--- src/rtl/sel_scan_pkg.sv ---
// Shared types and constants for the select-code scan sequencer.
package sel_scan_pkg;

  localparam int unsigned CODE_W = 3;
  localparam logic [CODE_W-1:0] CODE_LAST = 3'd7;

  typedef enum logic [1:0] {
    IDLE = 2'd0,
    RUN  = 2'd1,
    HOLD = 2'd2
  } state_e;

  // Dwell of zero behaves as a single-cycle slot.
  function automatic logic [15:0] dwell_clamp16(input logic [15:0] d);
    return (d == '0) ? 16'd1 : d;
  endfunction

endpackage

--- src/rtl/sel_dwell_timer.sv ---
// Per-slot dwell timer: latches the slot length on load, counts while running and
// flags the last cycle of the slot.
module sel_dwell_timer #(
  parameter int unsigned DWELL_W = 16
) (
  input  logic               clk,
  input  logic               rst,
  input  logic               load,
  input  logic               run,
  input  logic [DWELL_W-1:0] dwell,
  output logic               expire
);

  logic [DWELL_W-1:0] dlim;
  logic [DWELL_W-1:0] cnt;

  // Latch the slot length at slot entry (0 acts as 1) and count cycles spent in the slot.
  always_ff @(posedge clk) begin
    if (rst) begin
      dlim <= DWELL_W'(1);
      cnt  <= '0;
    end else if (load) begin
      dlim <= (dwell == '0) ? DWELL_W'(1) : dwell;
      cnt  <= '0;
    end else if (run) begin
      cnt <= cnt + DWELL_W'(1);
    end
  end

  // Asserted during the final cycle of the current slot.
  assign expire = run && (cnt == dlim - DWELL_W'(1));

endmodule

--- src/rtl/sel_scan_sequencer.sv ---
// Select-code scan sequencer: steps {sel_en,sel_a,sel_b} through 0..7 with a
// programmable dwell per code, single-pass or continuous, with a forced-code hold.
module sel_scan_sequencer
  import sel_scan_pkg::*;
#(
  parameter int unsigned DWELL_W = 16
) (
  input  logic               clk,
  input  logic               rst,
  input  logic               start,
  input  logic               stop,
  input  logic               mode,
  input  logic [DWELL_W-1:0] dwell,
  input  logic               force_valid,
  input  logic [CODE_W-1:0]  force_code,
  output logic               force_ready,
  output logic               sel_en,
  output logic               sel_a,
  output logic               sel_b,
  output logic               code_valid,
  output logic               pass_done,
  output logic               busy
);

  state_e             state;
  state_e             ret_state;
  logic [CODE_W-1:0]  code;
  logic [CODE_W-1:0]  saved_code;

  logic accept;
  logic start_go;
  logic step;
  logic hold_end;
  logic wrap;
  logic finish;
  logic timer_load;
  logic timer_run;
  logic expire;

  // Decode this cycle's single winning event; stop outranks a force request even
  // though force_ready is high, so the requester simply keeps asserting.
  always_comb begin
    force_ready = (state != HOLD);
    accept      = force_valid && force_ready && !stop;
    start_go    = start && !stop && !accept && (state == IDLE);
    step        = (state == RUN) && expire && !stop && !accept;
    hold_end    = (state == HOLD) && expire && !stop;
    wrap        = step && (code == CODE_LAST);
    finish      = wrap && mode;
    timer_load  = accept || start_go || (step && !finish) || (hold_end && (ret_state == RUN));
    timer_run   = (state != IDLE);
  end

  sel_dwell_timer #(
    .DWELL_W(DWELL_W)
  ) u_timer (
    .clk   (clk),
    .rst   (rst),
    .load  (timer_load),
    .run   (timer_run),
    .dwell (dwell),
    .expire(expire)
  );

  // Sequencer FSM with code register and registered status outputs.
  always_ff @(posedge clk) begin
    if (rst) begin
      state      <= IDLE;
      ret_state  <= IDLE;
      code       <= '0;
      saved_code <= '0;
      code_valid <= 1'b0;
      pass_done  <= 1'b0;
      busy       <= 1'b0;
    end else begin
      pass_done <= wrap;
      if (stop) begin
        state      <= IDLE;
        code_valid <= 1'b0;
        busy       <= 1'b0;
      end else if (accept) begin
        saved_code <= code;
        ret_state  <= state;
        code       <= force_code;
        state      <= HOLD;
        code_valid <= 1'b1;
        busy       <= 1'b1;
      end else if (start_go) begin
        code       <= '0;
        state      <= RUN;
        code_valid <= 1'b1;
        busy       <= 1'b1;
      end else if (step) begin
        if (finish) begin
          // Single pass ends on the last code, which stays on the outputs.
          state      <= IDLE;
          code_valid <= 1'b0;
          busy       <= 1'b0;
        end else begin
          code <= code + CODE_W'(1);
        end
      end else if (hold_end) begin
        code       <= saved_code;
        state      <= ret_state;
        code_valid <= (ret_state == RUN);
        busy       <= (ret_state == RUN);
      end
    end
  end

  assign {sel_en, sel_a, sel_b} = code;

endmodule

--- config.mk ---
export PLATFORM = sky130hd
export DESIGN_NAME = sel_scan_sequencer
export DESIGN_NICKNAME = d
export VERILOG_FILES = /design/src/rtl/sel_scan_pkg.sv /design/src/rtl/sel_dwell_timer.sv /design/src/rtl/sel_scan_sequencer.sv
export SDC_FILE = /design/constraint.sdc
export NUM_CORES = 1
export LEC_CHECK = 0
export BUFFER_PORTS_ARGS = -buffer_cell sky130_fd_sc_hd__buf_2
export CAP_MARGIN = 20
export CORE_ASPECT_RATIO = 0.8
export CORE_MARGIN = 2
export CORE_UTILIZATION = 52
export CTS_BUF_LIST = sky130_fd_sc_hd__clkbuf_8
export CTS_CLUSTER_SIZE = 30
export DETAILED_ROUTE_END_ITERATION = 10
export PLACE_DENSITY = 0.72
export SLEW_MARGIN = 10
export SYNTH_ARGS = -nofsm -noshare
export SYNTH_HDL_FRONTEND = slang
export SYNTH_SLANG_ARGS = --single-unit
--- constraint.sdc ---
create_clock -name clk -period 5.3 [get_ports clk]
set_input_delay 0 -clock clk [delete_from_list [all_inputs] [get_ports clk]]
set_output_delay 0 -clock clk [all_outputs]
set_load 0.01 [all_outputs]
==> impl_metrics.json <==
{
  "grt_first_pass_wirelength_mm": 9.45,
  "gate_count_of_the_mapped_netlist": 300,
  "drt_wl_total_mm": 5.86,
  "synth-seq-area-share_pct": 34.3,
  "drt_first_pass_iters": 4,
  "clkSinkCount": 44,
  "end_kind": "flop",
  "synth_fp_nets": 329,
  "crit_path_max_fanout": 4,
  "avg_inst_size_synth_sq_um": 8.56,
  "maxClockFrequency_mhz": 277,
  "cts_max_level": 2,
  "r2r-start": "u_timer.dlim[0]",
  "required_ns": 5.54,
  "place_hpwl_mm": 4.13,
  "reg2reg_end": "state[0]",
  "detailed_place.area_sq_mm": 0.00274,
  "worst-setup-path-type": "reg2reg",
  "place_congestion": 0.933,
  "leak_nw": 1.16,
  "yosys_warnings": 0,
  "cts_repair_resize_count": 0,
  "grt_max_degree": 29,
  "finalNetCount": 373,
  "power.total_uw": 681,
  "critPathBufInv": 2,
  "ioPinCount": 32,
  "num_vias": 2209,
  "drive_gt1_share_pct": 14.2,
  "power.density_mw_per_mm2": 228,
  "worst_setup_path_start_kind": "flop",
  "pins_over_slew_limit": 0,
  "num_antenna_cells": 0,
  "die_outline_height_um": 66.9,
  "finalWorstPathRequiredPeriod_ns": 3.60,
  "max_cap_viols": 0,
  "cts_buffer_depth": 2,
  "crit_arrival_ns": 3.84,
  "tritoncts": "built",
  "postCtsSetupBuffers": 0,
  "status": "completed",
  "slack_of_the_critical_path_ns": 1.70,
  "finalInstanceArea_sq_mm": 0.00299,
  "synth_seq_cells": 44,
  "yosys.area.top_type": "sky130_fd_sc_hd__dfxtp_1",
  "crit_chain": "inv_1 > ha_1 > nor4b_2 > a21boi_0 > a311oi_1 > o211ai_1 > or4_4 > o21ai_0 > a21oi_1 > a2111oi_0 > dlygate4sd3_1",
  "grt_antenna_before_repair": 0,
  "first_global_vias": 2015,
  "synth.top_cells.by_area": "sky130_fd_sc_hd__dfxtp_1 34%, sky130_fd_sc_hd__mux2i_1 7.8%, sky130_fd_sc_hd__xnor2_1 7.5%, sky130_fd_sc_hd__nor2_1 7.3%, sky130_fd_sc_hd__xor2_1 4.4%",
  "prevailing_post_synth_register_cell": "sky130_fd_sc_hd__dfxtp_1",
  "flow.area_growth_from_synthesis_pct": 16.3,
  "setup_viol": 0,
  "area_of_the_die_sq_mm": 0.00552,
  "worst-r2r-cell-count": 11,
  "vias_per_cell": 5.47,
  "r2r_setup_slack_ns": 1.70,
  "worst_setup_hold_path_clk_slew_ns": 0.08,
  "detailed_route_iter0_violations": 167,
  "critical-path-top-delay-family": "compound AO/OA/AOI/OAI gates",
  "tritoncts_buffer_count": 5,
  "post_synth_instance_area_sq_mm": 0.00257,
  "fp.coreArea_sq_mm": 0.00468,
  "drt_drc_violations_left": 0,
  "synth-edff-count": 0,
  "synth.top_cell.area_share_pct": 34.3,
  "fp.dieW_um": 82.6,
  "synthArstFlopShare_pct": 0,
  "routed_wire_length_per_instance_um": 14.5,
  "min_period_over_period_pct": 68.0,
  "overflow": 0,
  "slew_headroom_pct": 35.1,
  "critPathSlowestCell": "sky130_fd_sc_hd__dlygate4sd3_1",
  "fin_tns_setup_ns": 0,
  "post_synth_num_cell_types": 49,
  "peakVddDrop_mv": 0.118,
  "critPathMaxStageDelay_ns": 0.61,
  "critPathLaunch": "u_timer.dlim[0]",
  "final.setup_skew_ns": 0.00906,
  "worst_setup_path_endpoint": "state[0]",
  "grtUsageTotal_pct": 22.9,
  "route.antenna.remaining_nets": 0,
  "placement_rows": 22,
  "tightestPinTransition_ns": 0.972,
  "place_ws_ns": 1.76,
  "cts_root_buffer": "sky130_fd_sc_hd__clkbuf_8",
  "port_buffers": 31,
  "rsz0062_at_grt": "no",
  "path_depth": 11,
  "initial_core_util_pct": 54.9,
  "finalHoldViolCount": 0,
  "type_of_the_worst_min_delay_path": "in2reg",
  "insertion_delay_ns": 0.30,
  "timing.hold.ws_ns": 0.0868
}
-- state kept, by name, indices dropped and copies added, names as in the netlist --
register      count
ret_state         2
saved_code        3
busy              1
code              3
u_timer.dlim     16
pass_done         1
u_timer.cnt      16
state             2
-- worst min path at each step --
stage,startpoint,to,slack (ns),depth (start not counted)
floorplan,stop,state[0],0.08,1
global placement,dwell[10],u_timer.dlim[10],0.25,3
detailed placement,dwell[4],u_timer.dlim[4],0.26,3
CTS,dwell[0],u_timer.dlim[0],0.08,4
global route,dwell[0],u_timer.dlim[0],0.1,4
finish,dwell[0],u_timer.dlim[0],0.09,4
-- stage by stage --
stage	std cells	utilization, %
6_report	404	63.8
5_1_grt	404	63.8
4_1_cts	404	63.8
3_5_place_dp	380	58.5
3_3_place_gp	380	58.5
2_1_floorplan	300	-
-- per-layer routing --
metal	up-vias	global-route usage (%)	part of all wire, %
li1	1135	-	-
met1	1010	32.7	51
met2	54	34.5	42
met3	10	4.61	5.6
met4	0	7.38	1.5
met5	-	0	0
-- Yosys cell counts, drive strengths merged, types with 2 or more instances --
master and instances:
a211oi 2, a21boi 4, a21oi 8, a221oi 3, a311oi 3, a31oi 2, and2 2, and3 3
and3b 3, buf 5, clkbuf 7, dfxtp 44, ha 4, inv 9, mux2i 20, nand2 21
nand2b 8, nand3 6, nand4 5, nor2 50, nor2b 2, nor3 9, nor3b 6, nor4 8
o21a 2, o21ai 8, or2 2, or3 5, or4 2, xnor2 22, xor2 13
-- worst reg2reg max path, delay by kind of cell, from the launching register on --
family	cells	cell delay (ns)
buf+inv	2	0.67
compound gates	6	1.38
fa+ha+maj	1	0.20
simple gates	2	0.96
flops	1	0.34
-- cell usage in the layout (no fill, tap or decap), drive strengths merged, types with 2 or more instances in the layout --
cell type,n
nor4,8
or2,2
a211oi,2
a21oi,8
nor2,50
a221oi,3
nor3,9
nor3b,6
or4,2
a31oi,2
and3b,3
clkbuf,5
nand3,6
nand4,5
a21boi,4
buf,32
nor2b,2
xnor2,22
ha,4
or3,5
mux2i,20
o21ai,8
and3,3
nand2,21
a311oi,3
xor2,13
dfxtp,44
nand2b,8
and2,2
inv,10
o21a,2
dlygate4sd3,17
-- layout make-up --
class,count,area (sq um)
Timing Repair Buffer,49,333
Tap cell,60,75.1
Inverter,9,33.8
Clock buffer,5,68.8
Clock inverter,2,8.76
Multi-Input combinational cell,235,1590
Sequential cell,44,881
Fill cell,413,1690
-- what timing repair did --
action / 4_1_cts / 5_1_grt
endpoints found under the setup margin: 0 / 0
hold buffers: 17 / 0
hold endpoints to repair: 16 / 0
-- report_power, final --
group	internal (mW)	switching, mW	total, mW
clock network	0.0878	0.109	0.197
registers	0.343	0.0185	0.361
logic	0.0612	0.0611	0.122
-- kinds of logic after synthesis --
group,share of synthesized area [%]
muxes,7.80
adders and majority gates,1.95
DFF,34.3
AOI/OAI and AO/OA,11.6
buffers and inverters,3.95
xor gates and xnor gates,12.8
and+or+nand+nor,27.6
Note: power is estimated with default switching activity, not from simulation.
